### config.mk
export PLATFORM = sky130hd
export DESIGN_NAME = tile_row_fetch_arb
export DESIGN_NICKNAME = d
export VERILOG_FILES = /design/src/rtl/tile_row_fetch_arb_pkg.sv /design/src/rtl/tile_row_fetch_arb_rr_arbiter.sv /design/src/rtl/tile_row_fetch_arb.sv
export SDC_FILE = /design/constraint.sdc
export NUM_CORES = 1
export LEC_CHECK = 0
export ABC_AREA = 1
export CORE_MARGIN = 2
export CORE_UTILIZATION = 50
export DETAILED_ROUTE_END_ITERATION = 12
export GPL_ROUTABILITY_DRIVEN = 0
export PLACE_DENSITY_LB_ADDON = 0.2
export SYNTH_ARGS = -nofsm -noshare
export SYNTH_HDL_FRONTEND = slang
export SYNTH_SLANG_ARGS = --single-unit
export TNS_END_PERCENT = 5
### constraint.sdc
create_clock -name Clk -period 4.2 [get_ports Clk]
set_clock_uncertainty 0.2 [all_clocks]
set_input_delay 0.84 -clock Clk [delete_from_list [all_inputs] [get_ports Clk]]
set_output_delay 0.84 -clock Clk [all_outputs]
set_load 0.05 [all_outputs]
### src/rtl/tile_row_fetch_arb_pkg.sv
// Shared tile geometry, colour/address types and sequencer state encoding
// for the tile-row fetch path between renderers and the sprite ROM.
package tile_pkg;

    localparam int TILE_W   = 20;
    localparam int TILE_H   = 20;
    localparam int TILE_PIX = 400;

    localparam logic [11:0] TRANSP_KEY = 12'h808;

    typedef logic [11:0] color_t;
    typedef logic [8:0]  rom_addr_t;

    typedef enum logic {
        IDLE  = 1'b0,
        FETCH = 1'b1
    } fetch_state_t;

    // row*20 + col without a multiplier; max result 399 fits in 9 bits
    function automatic rom_addr_t tile_addr(input logic [4:0] row, input logic [4:0] col);
        return (rom_addr_t'(row) << 4) + (rom_addr_t'(row) << 2) + rom_addr_t'(col);
    endfunction

endpackage

### src/rtl/tile_row_fetch_arb_rr_arbiter.sv
// Round-robin pick among N_REQ request levels, searching from last_id+1.
// Combinational; grant is one-hot only while update is high, grant_idx always reflects the pick.
module rr_arbiter #(
    parameter int N_REQ = 2,
    parameter int IDW   = (N_REQ > 1) ? $clog2(N_REQ) : 1
) (
    input  logic [N_REQ-1:0] req,
    input  logic [IDW-1:0]   last_id,
    input  logic             update,
    output logic [N_REQ-1:0] grant,
    output logic [IDW-1:0]   grant_idx
);

    logic [IDW:0] idx;
    logic         found;

    always_comb begin
        grant     = '0;
        grant_idx = '0;
        found     = 1'b0;
        idx       = '0;
        for (int k = 1; k <= N_REQ; k++) begin
            idx = {1'b0, last_id} + (IDW+1)'(k);
            if (idx >= (IDW+1)'(N_REQ)) begin
                idx = idx - (IDW+1)'(N_REQ);
            end
            if (!found && req[idx[IDW-1:0]]) begin
                found     = 1'b1;
                grant_idx = idx[IDW-1:0];
            end
        end
        if (update && found) begin
            grant[grant_idx] = 1'b1;
        end
    end

endmodule

### src/rtl/tile_row_fetch_arb.sv
// Arbitrates requesters onto one tile ROM and streams a 20-pixel row per grant.
// Latency: ack 1 cycle after req sampled in IDLE, pixels 2..21 cycles after; 21-cycle row period.
module tile_row_fetch_arb #(
    parameter int N_REQ  = 2,
    parameter int TILE_W = 20,
    parameter int TILE_H = 20,
    parameter int IDW    = (N_REQ > 1) ? $clog2(N_REQ) : 1
) (
    input  logic               Clk,
    input  logic               Reset_n,
    input  logic [N_REQ-1:0]   req,
    input  logic [N_REQ*5-1:0] req_row,
    input  logic [N_REQ-1:0]   req_flip,
    output logic [N_REQ-1:0]   ack,
    output logic               busy,
    output logic [8:0]         rom_addr,
    input  logic [11:0]        rom_color,
    output logic               pix_valid,
    output logic [11:0]        pix_color,
    output logic               pix_transp,
    output logic               pix_last,
    output logic [IDW-1:0]     pix_id
);
    import tile_pkg::*;

    fetch_state_t     state_q, state_nxt;
    logic [4:0]       row_q, col_q, cnt_q;
    logic             flip_q;
    logic [IDW-1:0]   id_q, last_id_q;

    logic [N_REQ-1:0] grant;
    logic [IDW-1:0]   grant_idx;
    logic             start, done;
    logic [4:0]       row_sel, row_clamped, col_start, col_step;

    rr_arbiter #(
        .N_REQ (N_REQ),
        .IDW   (IDW)
    ) u_arb (
        .req       (req),
        .last_id   (last_id_q),
        .update    (state_q == IDLE),
        .grant     (grant),
        .grant_idx (grant_idx)
    );

    always_comb begin
        row_sel     = req_row[5*int'(grant_idx) +: 5];
        row_clamped = (row_sel >= 5'(TILE_H)) ? 5'(TILE_H-1) : row_sel;
        col_start   = req_flip[grant_idx] ? 5'(TILE_W-1) : 5'd0;
        col_step    = flip_q ? (col_q - 5'd1) : (col_q + 5'd1);
    end

    always_comb begin
        state_nxt = state_q;
        start     = 1'b0;
        done      = 1'b0;
        case (state_q)
            IDLE: begin
                if (|grant) begin
                    start     = 1'b1;
                    state_nxt = FETCH;
                end
            end
            FETCH: begin
                if (cnt_q == 5'(TILE_W-1)) begin
                    done      = 1'b1;
                    state_nxt = IDLE;
                end
            end
            default: state_nxt = IDLE;
        endcase
    end

    always_ff @(posedge Clk or negedge Reset_n) begin
        if (!Reset_n) begin
            state_q <= IDLE;
        end else begin
            state_q <= state_nxt;
        end
    end

    // Row sequencing: address is registered so it holds its last value in IDLE
    always_ff @(posedge Clk or negedge Reset_n) begin
        if (!Reset_n) begin
            row_q     <= '0;
            col_q     <= '0;
            cnt_q     <= '0;
            flip_q    <= 1'b0;
            id_q      <= '0;
            last_id_q <= IDW'(N_REQ-1);
            rom_addr  <= '0;
            ack       <= '0;
            busy      <= 1'b0;
        end else begin
            ack <= grant;
            if (start) begin
                row_q     <= row_clamped;
                col_q     <= col_start;
                cnt_q     <= '0;
                flip_q    <= req_flip[grant_idx];
                id_q      <= grant_idx;
                last_id_q <= grant_idx;
                rom_addr  <= tile_addr(row_clamped, col_start);
                busy      <= 1'b1;
            end else if (state_q == FETCH) begin
                if (done) begin
                    busy <= 1'b0;
                end else begin
                    col_q    <= col_step;
                    cnt_q    <= cnt_q + 5'd1;
                    rom_addr <= tile_addr(row_q, col_step);
                end
            end
        end
    end

    always_ff @(posedge Clk or negedge Reset_n) begin
        if (!Reset_n) begin
            pix_valid  <= 1'b0;
            pix_color  <= '0;
            pix_transp <= 1'b0;
            pix_last   <= 1'b0;
            pix_id     <= '0;
        end else if (state_q == FETCH) begin
            pix_valid  <= 1'b1;
            pix_color  <= rom_color;
            pix_transp <= (rom_color == TRANSP_KEY);
            pix_last   <= done;
            pix_id     <= id_q;
        end else begin
            pix_valid  <= 1'b0;
            pix_transp <= 1'b0;
            pix_last   <= 1'b0;
        end
    end

endmodule

==> qor.yml <==
finish:
  final_layout_size_suffix_gt1_share_pct: 6.40
  layout.nets: 393
  antenna_cells: 0
  layout_commonest_cell: "nand2_1"
  syn2layout_area_growth_pct: 28.5
  final_cell_mix: "102 x nand2_1, 54 x clkdlybuf4s50_1, 44 x dfrtp_1"
  final_util_pct: 66.8
synth:
  yosys.area.top_type_share_pct: 44.9
  post_synth.cell_area_avg_um2: 8.52
  netlist_area_um2: 2450
  async_flop_share_pct: 100
  synth-edff-count: 0
  yosys_warnings: 0
  synth_cell_type_count: 35
  yosysSeqAreaShare_pct: 45.9
  syn_inst: 288
  synth_top_area_cell: "dfrtp_1"
  syn_nets: 338
  netlist_top_cells_area: "dfrtp_1 45%, nand2_1 16%, ha_1 8.7%"
  ys.flop_type: "dfrtp_1"
  ys_seq_elements: 45
power:
  vdd_ir_drop_max_uv: 641
  p_comb_share_pct: 63.2
  intPower_mw: 1.54
  switching_share_pct: 48.7
  leakage_nw: 1.57
  clock_power_share_pct: 11.0
  seqPwrFrac_pct: 25.8
  power_density_nw_per_um2: 952
  switchingPower_mw: 1.46
run_status:
  outcome: "complete, no violations"
die:
  design.core.area_um2: 4720
  rows: 25
  initial_core_util_pct: 52.0
  die_w_um: 74.1
  die_h_um: 74.1
  io_pins: 56
  dieArea_um2: 5490
clock_tree:
  clock_tree.root_cell: "clkbuf_8"
  tritoncts: "done"
  cts_buffer_depth: 2
  htree_levels: 2
  insertion_delay_ns: 0.30
  cts.sinks: 45
  clk_pin_slew_ns: 0.09
  cts_resized: 0
  ctsHoldBuffers: 0
  postCtsSetupRepairBufs: 0
  cts_inserted_buffers: 5
timing:
  rsz0062_at_grt: "no"
  worst_slew_pin_slew_ns: 0.985
  setup-violations-final: 0
  slew_headroom_pct: 34.3
  worst_slack_ns: 0.911
  fin_crit_sh_pct: 78.3
  fin_tns_setup_ns: 0
  max_freq_mhz: 304
  drv_slew: 0
  hold_ws_ns: 0.269
  min_period_ns: 3.29
  finalHoldViolCount: 0
route:
  ant_nets: 0
  vias_per_cell: 5.04
  drt-initial-drc-count: 186
  post-route-drc-count: 0
  vias: 2073
  wl_per_cell_um: 13.1
  routed_wl_um: 5370
  first_pass_iters: 4
placed_design:
  hpwl_um: 4010
  place_ws_ns: 0.592
  io_buffers: 55
global_routing:
  gr-total-overflow: 0
  grt_pass1_vias: 2028
  antenna_found_initial: 0
  grt_pass1_wl_um: 8940
  grt_max_degree: 46
  grt.total_usage_pct: 21.4
critical_path:
  endpoint_kind: "register"
  worstSetupPathType: "in2reg"
  required_ns: 4.19
  cp.arrival_ns: 3.28
  crit_fanout: 8
  crit_path_start_kind: "primary input"
min_path:
  min_path_type: "reg2reg"
run:
  drv_cap: 0
[per-layer routing]
| metal | track usage (%) | vias up | wire length, um |
|---|---|---|---|
| met3 | 5.01 | 11 | 221 |
| li1 | - | 1034 | - |
| met2 | 36.7 | 44 | 2780 |
| met4 | 8.48 | 0 | 84 |
| met5 | 0 | - | 0 |
| met1 | 26.2 | 984 | 2290 |
[critical path, stage by stage]
cell and delay, ns:
clkdlybuf4s50_1 0.47, nand2_1 0.09, nand2_2 0.16, inv_2 0.07, nand2_1 0.08, nand2_1 0.06, o21ai_2 0.12, nand2_1 0.10
fa_1 0.38, ha_1 0.21, fa_1 0.42, o21ai_0 0.17, o21ai_1 0.09
[power by group through the flow]
stage                     Clock (mW)  Sequential (mW)  Combinational [mW]
after floorplan                    0             1.03                1.16
after global placement             0            0.775                1.84
after detailed placement           0            0.782                1.90
after CTS                      0.336            0.776                1.91
after global routing           0.353            0.801                2.12
final                          0.331            0.774                1.90
[cells by family after synthesis]
logic type,Yosys count,share of synthesized area [%]
AO/OA/AOI/OAI,25,6.07
XOR/XNOR,5,1.78
adder cells (fa/ha/maj),22,12.7
buffers and inverters,32,5.71
flip-flops,45,45.9
multiplexers,1,0.408
AND/OR/NAND/NOR,158,27.4
[per-stage QoR]
| step | total power, mW | cell area [um^2] | cells |
|---|---|---|---|
| after floorplan | 2.19 | 2450 | 288 |
| after global placement | 2.61 | 3040 | 403 |
| after detailed placement | 2.68 | 3040 | 403 |
| after CTS | 3.02 | 3150 | 411 |
| after global routing | 3.28 | 3150 | 411 |
| final | 3.00 | 3150 | 411 |
[synthesized netlist by cell type (all sizes together), types with 2 or more instances]
cell type	count
fa	5
nand2	105
or2	2
xor2	4
nand3	16
ha	17
nor3	2
clkbuf	2
inv	25
o211ai	2
dfrtp	44
a31oi	2
o21ai	10
a21oi	7
buf	5
nand4	3
a22o	3
nor2	27
[sequential cells by signal, indices dropped and copies added, names as in the netlist, 2 cells and up]
| name | count |
|---|---|
| pix_color | 12 |
| rom_addr | 9 |
| cnt_q | 5 |
| row_q | 5 |
| col_q | 3 |
| ack | 2 |
[path summary, 6_finish.rpt]
path,start,endpoint,slack [ns],cells past startpoint
min in group asynchronous,Reset_n,rom_addr[1]$_DFFE_PN0P_,0.50,1
min,last_id_q$_DFFE_PN1P_,last_id_q$_DFFE_PN1P_,0.27,2
max reg2reg,flip_q$_DFFE_PN0P_,rom_addr[7]$_DFFE_PN0P_,0.93,14
max in group asynchronous,Reset_n,row_q[4]$_DFFE_PN0P_,2.69,1
min reg2reg,last_id_q$_DFFE_PN1P_,last_id_q$_DFFE_PN1P_,0.27,2
max,req[0],rom_addr[6]$_DFFE_PN0P_,0.91,13
[area by class of cell]
class                           instances  area, um^2
Multi-Input combinational cell        211        1190
Inverter                               25        98.8
Fill cell                             418        1570
Timing Repair Buffer                   55         546
Tap cell                               67        83.8
Clock inverter                          2        38.8
Clock buffer                            6        72.6
Sequential cell                        45        1130
(Power assumes the default switching activity.)
